## src/rtl/cfg_chain_loader.sv

```systemverilog
// cfg_chain_loader: serialises a byte stream LSB-first onto the CLB configuration chain.
// Define CFG_READBACK_EN to add rd_valid/rd_data, streaming the previous chain contents back out.
module cfg_chain_loader #(
    parameter int  NUM_CLB      = 4,
    parameter int  CLB_CFG_BITS = 17,
    localparam int CHAIN_BITS   = NUM_CLB * CLB_CFG_BITS,
    localparam int CW           = $clog2(CHAIN_BITS + 1)
) (
    input  logic       prog_clk,
    input  logic       prog_rst_n,
    input  logic       start,
    input  logic       s_valid,
    input  logic [7:0] s_data,
    output logic       s_ready,
    output logic       prog_in,
    output logic       prog_en,
    input  logic       chain_out,
    output logic       busy,
    output logic       cfg_done
`ifdef CFG_READBACK_EN
    ,
    output logic       rd_valid,
    output logic [7:0] rd_data
`endif
);
    typedef enum logic [1:0] {IDLE, FETCH, SHIFT, DONE} state_t;

    state_t        r_state, w_next;
    logic [CW-1:0] r_bits;
    logic [2:0]    r_idx;
    logic [7:0]    r_shift;
    logic          r_prog_en, r_prog_in, r_done;
    logic          w_busy, w_ready, w_start, w_last, w_final;

    // A burst ends on the 8th bit of a byte or on the last bit of the whole chain.
    assign w_final = (r_bits == CW'(CHAIN_BITS - 1));
    assign w_last  = (r_idx == 3'd7) || w_final;

    always_ff @(posedge prog_clk) begin
        if (!prog_rst_n)
            r_state <= IDLE;
        else
            r_state <= w_next;
    end

    always_comb begin
        w_busy  = (r_state == FETCH) || (r_state == SHIFT);
        w_ready = (r_state == FETCH);
        w_start = start && !w_busy;
        w_next  = r_state;
        case (r_state)
            IDLE, DONE: w_next = w_start ? FETCH : IDLE;
            FETCH:      w_next = s_valid ? SHIFT : FETCH;
            SHIFT:      w_next = !w_last ? SHIFT : (w_final ? DONE : FETCH);
            default:    w_next = IDLE;
        endcase
    end

    // prog_en/prog_in are registered so that they are high exactly during SHIFT cycles.
    always_ff @(posedge prog_clk) begin
        if (!prog_rst_n) begin
            r_bits    <= '0;
            r_idx     <= '0;
            r_shift   <= '0;
            r_prog_en <= 1'b0;
            r_prog_in <= 1'b0;
            r_done    <= 1'b0;
        end else begin
            if (w_start) begin
                r_bits <= '0;
                r_done <= 1'b0;
            end
            if (w_ready && s_valid) begin
                r_shift   <= s_data;
                r_prog_in <= s_data[0];
                r_prog_en <= 1'b1;
                r_idx     <= '0;
            end
            if (r_state == SHIFT) begin
                r_shift   <= r_shift >> 1;
                r_prog_in <= w_last ? 1'b0 : r_shift[1];
                r_prog_en <= !w_last;
                r_bits    <= r_bits + CW'(1);
                r_idx     <= r_idx + 3'd1;
            end
            if (w_next == DONE)
                r_done <= 1'b1;
        end
    end

    assign s_ready  = w_ready;
    assign busy     = w_busy;
    assign prog_en  = r_prog_en;
    assign prog_in  = r_prog_in;
    assign cfg_done = r_done;

`ifdef CFG_READBACK_EN
    logic [7:0] r_rb, r_rd_data, w_rb;
    logic       r_rd_valid;

    // Readback bytes share the load's byte alignment, so r_idx is the bit position.
    assign w_rb = ((r_idx == 3'd0) ? 8'h00 : r_rb) | (8'(chain_out) << r_idx);

    always_ff @(posedge prog_clk) begin
        if (!prog_rst_n) begin
            r_rb       <= '0;
            r_rd_data  <= '0;
            r_rd_valid <= 1'b0;
        end else begin
            r_rd_valid <= (r_state == SHIFT) && w_last;
            if (r_state == SHIFT) begin
                r_rb <= w_rb;
                if (w_last)
                    r_rd_data <= w_rb;
            end
        end
    end

    assign rd_valid = r_rd_valid;
    assign rd_data  = r_rd_data;
`else
    logic w_unused;
    assign w_unused = chain_out;
`endif
endmodule

```

## config.mk

```make
export PLATFORM = sky130hd
export DESIGN_NAME = cfg_chain_loader
export DESIGN_NICKNAME = d
export VERILOG_FILES = /design/src/rtl/cfg_chain_loader.sv
export SDC_FILE = /design/constraint.sdc
export NUM_CORES = 1
export LEC_CHECK = 0
export CAP_MARGIN = 20
export CORE_MARGIN = 3
export CORE_UTILIZATION = 51
export DETAILED_ROUTE_END_ITERATION = 8
export GPL_ROUTABILITY_DRIVEN = 0
export PLACE_DENSITY = 0.77
export SLEW_MARGIN = 20
export SYNTH_ARGS = -nofsm -noshare
export SYNTH_HDL_FRONTEND = slang
export SYNTH_SLANG_ARGS = --single-unit
```

## constraint.sdc

```tcl
create_clock -name prog_clk -period 1.8 [get_ports prog_clk]
set_clock_uncertainty 0.15 [all_clocks]
set_input_delay 0.27 -clock prog_clk [delete_from_list [all_inputs] [get_ports prog_clk]]
set_output_delay 0.27 -clock prog_clk [all_outputs]
set_load 0.005 [all_outputs]
```

==> run_results.csv <==
group,metric,value,unit
cts,cts_tree,"yes",
synthesis,yosysMostFrequentCell,"dfxtp_1",
synthesis,synth_cells,121,
synthesis,synth-seq-area-share,40.74,%
worst_setup_path,crit_fanout,3,
worst_setup_path,slowest_delay,0.34,ns
worst_setup_path,r2r_slack,0.17,ns
worst_setup_path,crit_type,"reg2out",
cts,cts_num_sinks,22,
floorplanning,start_util,54.55,%
job,maxCapViolCount,0,
placed_design,dp_hpwl,1603,um
floorplanning,die_area,2708,um2
routing,vias_per_cell,5.379,
sta,period_share,95.99,%
sta,post-route-min-period,1.728,ns
synthesis,synth.distinct_cells,31,
synthesis,synthTopCellsByCount,"dfxtp_1, nand2_1, a21oi_1, mux2i_1",
worst_setup_path,reg2reg_from,"r_state[0]$_SDFF_PN0_",
cts,clkSlewWorstSetupHoldPaths,0.12,ns
worst_setup_path,crit_path_end_kind,"output port",
synthesis,ys.flop_type,"dfxtp_1",
cts,cts-hold-fix-buffers,0,
sta,maxSlewViolCount,0,
power,power.density,697.9,nW/um2
worst_setup_path,arrival,1.31,ns
synthesis,synth-warning-count,0,
routing,firstDrtPassIters,4,
grt,first_global_vias,906,
floorplanning,rows,16,
sta,setup_viol,0,
routing,routed_wl,2104,um
cts,cts_htree_levels,1,
grt,grt-ovfl-total,0,
worst_setup_path,r2r_end,"r_bits[5]$_SDFFE_PN0P_",
routing,num_vias,909,
synthesis,mappedNetlistNets,139,
power,switching_share,23.80,%
floorplanning,die_height,52.04,um
worst_setup_path,startpoint,"r_state[0]$_SDFF_PN0_",
placed_design,placement.io_buffers,16,
power,p_comb_share,17.0,%
synthesis,synth_top_area_share,40.74,%
hold_path,holdCritPathClass,"reg2reg",
worst_setup_path,critPathSlowestCell,"dfxtp_2",
cts,cts-root-buf,"clkbuf_4",
floorplanning,die_width,52.04,um
power,p_clk_share,28.6,%
routing,drtIter0Drc,14,
cts,clockBufferDepth,2,
final_layout,antenna_cells,0,
sta,max_freq,578.8,MHz
worst_setup_path,startpoint_type,"flip-flop",
floorplanning,design.core.area,1982,um2
final_layout,num-fill-cells,151,
grt,grt_use_total,17.87,%
sta,worst_slack,0.07214,ns
power,p_leak,0.5541,nW
grt,antenna_found_initial,0,
final_layout,drive_above_1_share,14.08,%
sta,rsz0062_at_grt,"no",
routing,post_drt_wl_per_cell,12.45,um
grt,grt_max_degree,22,
worst_setup_path,endpoint,"busy",
placed_design,place_ws,0.06504,ns
grt,grt_pass1_wl,3622,um
synthesis,avgSynthCellArea,8.934,um2
synthesis,yosys-top-cells-area,"dfxtp_1, mux2i_1, ha_1",
power,seq_power_share,54.4,%
routing,antenna_left,0,
synthesis,synth_top_cell_by_area,"dfxtp_1",
outcome,status,"complete, no violations",
sta,slew_headroom,76.25,%
worst_setup_path,required,1.38,ns
sta,setup_tns,0,ns
synthesis,syn_area,1081,um2
cts,clock_latency,0.30,ns
synthesis,async_reset_ff_share,0,%
sta,tightestPinTransition,0.3558,ns
power,internal-power,0.0007166,W
power,vdd_drop_max,0.4574,mV
synthesis,ys_ff_latch,22,
synthesis,synth_edf_count,0,
sta,finalHoldViolCount,0,
floorplanning,ios,18,
routing,drc,0,
final_layout,layout.nets,161,
placed_design,place_area,1291,um2
worst_setup_path,critical_path.cell_chain,"inv_1 > ha_1 > inv_1 > dlygate4sd2_1",
worst_setup_path,crit_top_cell,"inv_1",
final_layout,postLayoutCellArea,1348,um2
power,p_switching,0.0002238,W
final_layout,syn_to_final_growth,24.65,%
cts,cts_buffers,3,
worst_setup_path,worstRegToRegCells,5,
-- per-layer routing --
| layer | routed length (um) | GRT usage [%] |
|---|---|---|
| met3 | 58 | 2.865 |
| met4 | 13 | 6.550 |
| met1 | 893 | 18.44 |
| met5 | 0 | 0 |
| met2 | 1139 | 35.15 |
-- cell type report --
cell class | count | area [um2] | area share (%)
inverters | 5 | 18.77 | 1.393
well taps | 27 | 33.78 | 2.507
clock buffers | 4 | 36.28 | 2.693
flip-flops and latches | 22 | 442.9 | 32.87
multi-input cells | 88 | 605.6 | 44.94
repair buffers | 23 | 210.2 | 15.60
-- cell families after synthesis --
| group | Yosys count | share of synthesized area (%) |
|---|---|---|
| adder cells (fa/ha/maj) | 5 | 5.787 |
| buffers and inverters | 11 | 4.399 |
| AND/OR/NAND/NOR | 47 | 24.88 |
| multiplexers | 10 | 9.260 |
| AO/OA/AOI/OAI | 26 | 14.93 |
| flip-flops | 22 | 40.74 |
-- metrics by stage --
stage | power [W] | util (%) | hold slack, ns | cells
floorplan | 0.0006054 | - | 0.2573 | 121
global placement | 0.0006737 | 65.15 | 0.3254 | 164
detailed placement | 0.0006775 | 65.15 | 0.3357 | 164
CTS | 0.0009481 | 67.61 | 0.3560 | 168
global route | 0.0009926 | 67.99 | 0.3769 | 169
finish | 0.0009405 | 67.99 | 0.3546 | 169
-- power groups by stage --
stage	registers (W)	logic (W)	clock network [W]
final	0.000511	0.000160	0.000269
after global routing	0.000513	0.000178	0.000302
after CTS	0.000513	0.000156	0.000280
after detailed placement	0.000522	0.000156	0
after global placement	0.000521	0.000153	0
after floorplan	0.000521	0.0000847	0
-- how the worst min path moves through the flow --
stage | start | end | slack, ns | depth (start not counted)
6_report | r_idx[1]$_SDFFE_PN0P_ | r_idx[1]$_SDFFE_PN0P_ | 0.35 | 2
5_1_grt | r_idx[1]$_SDFFE_PN0P_ | r_idx[1]$_SDFFE_PN0P_ | 0.38 | 2
4_1_cts | r_idx[1]$_SDFFE_PN0P_ | r_idx[1]$_SDFFE_PN0P_ | 0.36 | 2
3_5_place_dp | r_idx[1]$_SDFFE_PN0P_ | r_idx[1]$_SDFFE_PN0P_ | 0.34 | 2
3_3_place_gp | r_idx[2]$_SDFFE_PN0P_ | r_idx[2]$_SDFFE_PN0P_ | 0.33 | 2
2_1_floorplan | prog_rst_n | r_shift[7]$_SDFFE_PP0P_ | 0.26 | 2
-- placed cells by master, fill, tap and decap left out --
cell type	instances
nor2b_4	1
dfxtp_1	20
nand3_1	2
clkbuf_4	3
a21oi_1	10
inv_2	1
and4b_1	1
a32o_1	1
buf_4	7
a311oi_2	1
o211ai_1	2
a211oi_1	3
clkdlybuf4s50_1	14
nand4_1	2
and2b_2	1
inv_1	4
nand3b_1	3
o32ai_1	1
nor2_2	1
and3_1	1
mux2i_1	10
clkbuf_8	1
or3_1	2
ha_4	1
nand2b_1	1
and2_1	8
dlygate4sd2_1	2
nand4b_2	1
dfxtp_2	2
or2_1	1
ha_1	4
o21ai_0	8
or2_0	2
nor3_1	1
nand2_1	16
nor2_1	3
-- worst max-delay path, delay by kind of cell, from the launching register on --
kind | cells | cell delay, ns
buffers and inverters | 3 | 0.37
DFF | 1 | 0.34
adders and majority gates | 1 | 0.29
-- timing repair --
| action | CTS | global route |
|---|---|---|
| buffers inserted | 0 | 1 |
| pin swaps | 1 | 0 |
| gates resized for setup | 7 | 0 |
| setup endpoints to repair | 2 | 1 |
-- registers in the layout (all words and copies together) (netlist names) --
| name | cells |
|---|---|
| r_state | 2 |
| prog_en | 1 |
| prog_in | 1 |
| cfg_done | 1 |
| r_idx | 3 |
| r_bits | 7 |
| r_shift | 7 |
Power figures use the tool's default switching activity.
